### config.mk
export PLATFORM = sky130hd
export DESIGN_NAME = bubble_mem_arbiter
export DESIGN_NICKNAME = d
export VERILOG_FILES = /design/src/rtl/bubble_mem_pkg.sv /design/src/rtl/bubble_rsp_tracker.sv /design/src/rtl/bubble_mem_arbiter.sv
export SDC_FILE = /design/constraint.sdc
export NUM_CORES = 1
export LEC_CHECK = 0
export ABC_AREA = 1
export CAP_MARGIN = 0
export CORE_ASPECT_RATIO = 1.1
export CORE_MARGIN = 5
export CORE_UTILIZATION = 22
export DETAILED_ROUTE_END_ITERATION = 7
export GPL_ROUTABILITY_DRIVEN = 0
export PLACE_DENSITY = 0.82
export SYNTH_ARGS = -nofsm -noshare
export SYNTH_HDL_FRONTEND = slang
export SYNTH_HIERARCHICAL = 1
export SYNTH_SLANG_ARGS = --single-unit
### constraint.sdc
create_clock -name clk -period 1.7 [get_ports clk]
set_input_delay 0.34 -clock clk [delete_from_list [all_inputs] [get_ports clk]]
set_output_delay 0.34 -clock clk [all_outputs]
set_load 0.005 [all_outputs]
### src/rtl/bubble_mem_pkg.sv
// Shared types and constants for the BUBBLE memory arbiter slice.
// Holds the arbiter state encoding, requester ids and default widths.
package bubble_mem_pkg;

    typedef enum logic {
        IDLE    = 1'b0,
        RD_WAIT = 1'b1
    } arb_state_e;

    localparam logic PORT_IF = 1'b0;
    localparam logic PORT_D  = 1'b1;

    localparam int DEF_ADDR_W     = 10;
    localparam int DEF_DATA_W     = 32;
    localparam int DEF_MEM_LAT    = 1;
    localparam int DEF_STARVE_LIM = 4;

endpackage

### src/rtl/bubble_rsp_tracker.sv
// Tracks the single outstanding read: latency down-counter plus latched owner,
// producing a one-hot read-valid pulse MEM_LAT cycles after issue.
module bubble_rsp_tracker
    import bubble_mem_pkg::*;
#(
    parameter int MEM_LAT = DEF_MEM_LAT
) (
    input  logic clk,
    input  logic rst_n,
    input  logic issue,
    input  logic issue_owner,
    output logic rsp_last,
    output logic if_rvalid,
    output logic d_rvalid
);

    localparam int CNT_W = $clog2(MEM_LAT + 1);
    localparam logic [CNT_W-1:0] LAT_LOAD = CNT_W'(MEM_LAT);
    localparam logic [CNT_W-1:0] CNT_ONE  = CNT_W'(1);

    logic [CNT_W-1:0] cnt;
    logic             owner;

    // A new issue in the final cycle reloads the counter, giving back-to-back reads.
    always_ff @(posedge clk) begin
        if (!rst_n) begin
            cnt <= '0;
        end else if (issue) begin
            cnt <= LAT_LOAD;
        end else if (cnt != '0) begin
            cnt <= cnt - CNT_ONE;
        end
    end

    always_ff @(posedge clk) begin
        if (issue) begin
            owner <= issue_owner;
        end
    end

    always_comb begin
        rsp_last  = rst_n && (cnt == CNT_ONE);
        if_rvalid = rsp_last && (owner == PORT_IF);
        d_rvalid  = rsp_last && (owner == PORT_D);
    end

endmodule

### src/rtl/bubble_mem_arbiter.sv
// Shares the single-port memory between instruction fetch and data access:
// data has priority, fetch wins once it has been starved STARVE_LIM cycles.
module bubble_mem_arbiter
    import bubble_mem_pkg::*;
#(
    parameter int ADDR_W     = DEF_ADDR_W,
    parameter int DATA_W     = DEF_DATA_W,
    parameter int MEM_LAT    = DEF_MEM_LAT,
    parameter int STARVE_LIM = DEF_STARVE_LIM
) (
    input  logic              clk,
    input  logic              rst_n,
    input  logic              if_req,
    input  logic [ADDR_W-1:0] if_addr,
    output logic              if_gnt,
    output logic              if_rvalid,
    output logic [DATA_W-1:0] if_rdata,
    input  logic              d_req,
    input  logic              d_we,
    input  logic [ADDR_W-1:0] d_addr,
    input  logic [DATA_W-1:0] d_wdata,
    output logic              d_gnt,
    output logic              d_rvalid,
    output logic [DATA_W-1:0] d_rdata,
    output logic              mem_en,
    output logic              mem_we,
    output logic [ADDR_W-1:0] mem_addr,
    output logic [DATA_W-1:0] mem_wdata,
    input  logic [DATA_W-1:0] mem_rdata,
    output logic              busy
);

    localparam int STARVE_W = $clog2(STARVE_LIM + 1);
    localparam logic [STARVE_W-1:0] STARVE_MAX = STARVE_W'(STARVE_LIM);

    arb_state_e          state;
    arb_state_e          state_nxt;
    logic [STARVE_W-1:0] starve_cnt;
    logic                rsp_last;
    logic                can_grant;
    logic                issue_rd;
    logic                issue_owner;

    always_ff @(posedge clk) begin
        if (!rst_n) begin
            state <= IDLE;
        end else begin
            state <= state_nxt;
        end
    end

    always_comb begin
        state_nxt = state;
        case (state)
            IDLE:    if (issue_rd) state_nxt = RD_WAIT;
            RD_WAIT: if (rsp_last && !issue_rd) state_nxt = IDLE;
            default: state_nxt = IDLE;
        endcase
    end

    // The final cycle of an outstanding read may already arbitrate the next access.
    always_comb begin
        can_grant = rst_n && ((state == IDLE) || rsp_last);
        if_gnt    = 1'b0;
        d_gnt     = 1'b0;
        if (can_grant) begin
            if (if_req && d_req) begin
                if (starve_cnt == STARVE_MAX) begin
                    if_gnt = 1'b1;
                end else begin
                    d_gnt = 1'b1;
                end
            end else if (if_req) begin
                if_gnt = 1'b1;
            end else if (d_req) begin
                d_gnt = 1'b1;
            end
        end
        busy        = (state == RD_WAIT);
        mem_en      = if_gnt || d_gnt;
        mem_we      = d_gnt && d_we;
        mem_addr    = d_gnt ? d_addr : if_addr;
        mem_wdata   = d_gnt ? d_wdata : '0;
        issue_rd    = if_gnt || (d_gnt && !d_we);
        issue_owner = d_gnt ? PORT_D : PORT_IF;
    end

    always_ff @(posedge clk) begin
        if (!rst_n) begin
            starve_cnt <= '0;
        end else if (if_gnt) begin
            starve_cnt <= '0;
        end else if (if_req && (starve_cnt != STARVE_MAX)) begin
            starve_cnt <= starve_cnt + 1'b1;
        end
    end

    bubble_rsp_tracker #(
        .MEM_LAT (MEM_LAT)
    ) u_rsp_tracker (
        .clk         (clk),
        .rst_n       (rst_n),
        .issue       (issue_rd),
        .issue_owner (issue_owner),
        .rsp_last    (rsp_last),
        .if_rvalid   (if_rvalid),
        .d_rvalid    (d_rvalid)
    );

    assign if_rdata = mem_rdata;
    assign d_rdata  = mem_rdata;

endmodule

==> flow_metrics.env <==
export IMPL_seq_power_share=0.163
export IMPL_clock_power_share=0.235
export IMPL_whs_path_depth=3
export IMPL_port_buffers=105
export IMPL_die_h_um=88.2
export IMPL_post_route_util=0.470
export IMPL_worstReg2RegStart="starve_cnt[1]$_SDFFE_PP0P_"
export IMPL_drc=0
export IMPL_nNetsFinal=386
export IMPL_grt_overflow_total=0
export IMPL_grt_pass1_wl_mm=6.94
export IMPL_status="finished, violations left"
export IMPL_syn_to_final_growth_pct=107
export IMPL_worst_pin_slew_ns=0.233
export IMPL_hold_viol_final=0
export IMPL_netlist_area_leader_share=0.418
export IMPL_finClkSkew_ns=0.00350
export IMPL_die_area_um2=7150
export IMPL_p_int_uw=674
export IMPL_ys_ff_latch=6
export IMPL_violations="setup timing"
export IMPL_first_pass_iters=4
export IMPL_cts_made_buffers=3
export IMPL_timing_setup_critical_path_class="in -> out"
export IMPL_vias=1436
export IMPL_fillers=525
export IMPL_cp_slowest_cell="clkdlybuf4s15_2"
export IMPL_period_share=1.15
export IMPL_maxSlewViolCount=0
export IMPL_min_to="starve_cnt[0]$_SDFFE_PP0P_"
export IMPL_antenna_left=0
export IMPL_finalSetupTns_ns=-8.21
export IMPL_fin_area_um2=2530
export IMPL_start_util=0.227
export IMPL_grt_use_total=0.124
export IMPL_top_usage_layer="met2"
export IMPL_viasPerCell=3.89
export IMPL_clockBufferDepth=2
export IMPL_power_density_nw_per_um2=388
export IMPL_antenna_found_initial=0
export IMPL_switching_share=0.314
export IMPL_crit_path_end_kind="output pin"
export IMPL_slew_headroom=0.844
export IMPL_cts_hold_buf=0
export IMPL_final_cell_mix="clkdlybuf4s50_1 (54), buf_2 (39), inv_1 (37)"
export IMPL_cts_tree="built"
export IMPL_synth_cells=210
export IMPL_use_met3=0.0360
export IMPL_finalSetupViolCount=48
export IMPL_drive_above_1_share=0.534
export IMPL_worstPathMaxFanout=5
export IMPL_fp_dieW_um=81.1
export IMPL_synth_nets=301
export IMPL_ys_top_cells_by_area="buf_4 (42%), inv_1 (13%), nand2_1 (13%), nor2_1 (11%), dfxtp_1 (8.2%)"
export IMPL_cap_violations=0
export IMPL_drt_iter0_drc=11
export IMPL_comb_power_share=0.602
export IMPL_fin_ws_ns=-0.250
export IMPL_timing_rr_end="u_rsp_tracker/owner$_DFFE_PP_"
export IMPL_grt_max_degree=9
export IMPL_crit_chain="clkdlybuf4s15_2 -> nand2_2 -> inv_2 -> inv_2 -> a21oi_4 -> nand3_4 -> buf_12 -> buf_12 -> buf_16 -> nand2_4 -> nand2_2 -> buf_2"
export IMPL_met1_usage=0.118
export IMPL_seq_area_frac_synth=0.106
export IMPL_period_needed_ns=1.95
export IMPL_p_leak_nw=1.34
export IMPL_cpPeakStageDelay_ns=0.20
export IMPL_ir_drop_mv=0.448
export IMPL_yosys_warnings=6
export IMPL_p_sw_uw=309
export IMPL_cp_start_kind="input port"
export IMPL_met2_usage=0.244
export IMPL_wirelength_mm=4.91
export IMPL_fmax_mhz=513
export IMPL_io_pin_count=202
export IMPL_first_global_vias=1520
export IMPL_cts_root_buf="clkbuf_8"
export IMPL_clkLatencyLatePin_ns=0.23
export IMPL_syn_area_per_cell_um2=5.82
export IMPL_clk_pin_slew_worst_paths_ns=0.04
export IMPL_netlist_area_um2=1220
export IMPL_rrSetupSlack_ns=0.17
export IMPL_startpoint="rst_n"
export IMPL_cp_required_ns=1.36
export IMPL_ff2ff_path_depth=9
export IMPL_clock_sinks=6
export IMPL_n_antenna_cell=0
export IMPL_synth_cell_type_count=16
export IMPL_final_common_cell="clkdlybuf4s50_1"
export IMPL_fp_row_count=28
export IMPL_wl_per_cell_um=13.3
export IMPL_yosys_area_top_type="buf_4"
export IMPL_dp_hpwl_mm=3.26
export IMPL_hp_start="starve_cnt[0]$_SDFFE_PP0P_"
export IMPL_h_tree_depth=1
export IMPL_cp_data_arrival_time_ns=1.61
export IMPL_worst_hold_path_type="reg -> reg"
export IMPL_dpl_cell_area_um2=1980
export IMPL_coreArea_um2=5400
export IMPL_rsz0062_at_grt="yes"
## state kept, by name, indices dropped and copies added, names as in the netlist
signal	count
u_rsp_tracker/owner	1
starve_cnt	3
u_rsp_tracker/cnt	1
busy	1
## routing by layer
metal | up-vias | routed length [um] | part of all wire
met4 | 0 | 108 | 0.022
li1 | 707 | - | -
met2 | 78 | 2750 | 0.56
met1 | 630 | 1530 | 0.31
met5 | - | 0 | 0
met3 | 21 | 515 | 0.10
## Yosys cell counts
cell type / number
buf_4: 68
nand4_1: 1
a21boi_0: 1
dfxtp_1: 5
inv_2: 1
nand2_1: 42
nand3_1: 5
nand3_4: 1
a21oi_1: 2
buf_6: 1
nor2_1: 36
a21oi_4: 1
xor2_1: 1
ha_1: 2
inv_1: 42
edfxtp_1: 1
## final cells by class
| type | count | area, um2 | area share |
|---|---|---|---|
| Timing Repair Buffer | 148 | 1380 | 0.546 |
| Tap cell | 75 | 93.8 | 0.0370 |
| Timing Repair inverter | 1 | 8.76 | 0.00346 |
| Clock buffer | 4 | 45.0 | 0.0178 |
| Multi-Input combinational cell | 92 | 699 | 0.276 |
| Inverter | 43 | 169 | 0.0667 |
| Sequential cell | 6 | 134 | 0.0528 |
## worst max path at each step
stage / endpoint / slack [ns]
5_1_grt: mem_wdata[5] / -0.32
6_report: mem_addr[2] / -0.25
3_5_place_dp: mem_addr[5] / -0.82
3_3_place_gp: mem_wdata[31] / -0.73
2_1_floorplan: mem_addr[0] / 0.22
4_1_cts: mem_wdata[25] / -0.34
## power groups by stage
| stage | Combinational, mW | Sequential (mW) | Clock, mW |
|---|---|---|---|
| after global routing | 0.635 | 0.161 | 0.251 |
| final | 0.592 | 0.160 | 0.231 |
| after CTS | 0.533 | 0.160 | 0.240 |
| after global placement | 0.412 | 0.161 | 0 |
| after floorplan | 0.240 | 0.161 | 0 |
| after detailed placement | 0.417 | 0.161 | 0 |
## cell families after synthesis
logic type / share of synthesized area
compound gates: 0.0276
xor+xnor: 0.00717
fa+ha+maj: 0.0205
buf+inv: 0.559
flops: 0.106
simple gates: 0.279
## critical path, delay by kind of cell
family / cells / cell delay [ns]
compound gates: 1 / 0.15
buf+inv: 7 / 0.83
simple gates: 4 / 0.29
## per-stage QoR
step                setup slack (ns)  std cells  hold WS [ns]  total power [mW]
floorplan                      0.223        210         0.433             0.402
global placement              -0.731        337         0.537             0.572
detailed placement            -0.816        337         0.565             0.578
CTS                           -0.340        369         0.529             0.933
global route                  -0.315        369         0.575              1.05
finish                        -0.250        369         0.543             0.983
## repair_timing
action	CTS	global route
hold endpoints to repair	0	0
resized for setup	256	65
endpoints found under the setup margin	50	48
pin swaps	20	11
buffers inserted	22	3
gates cloned	7	0
Power figures use the tool's default switching activity.
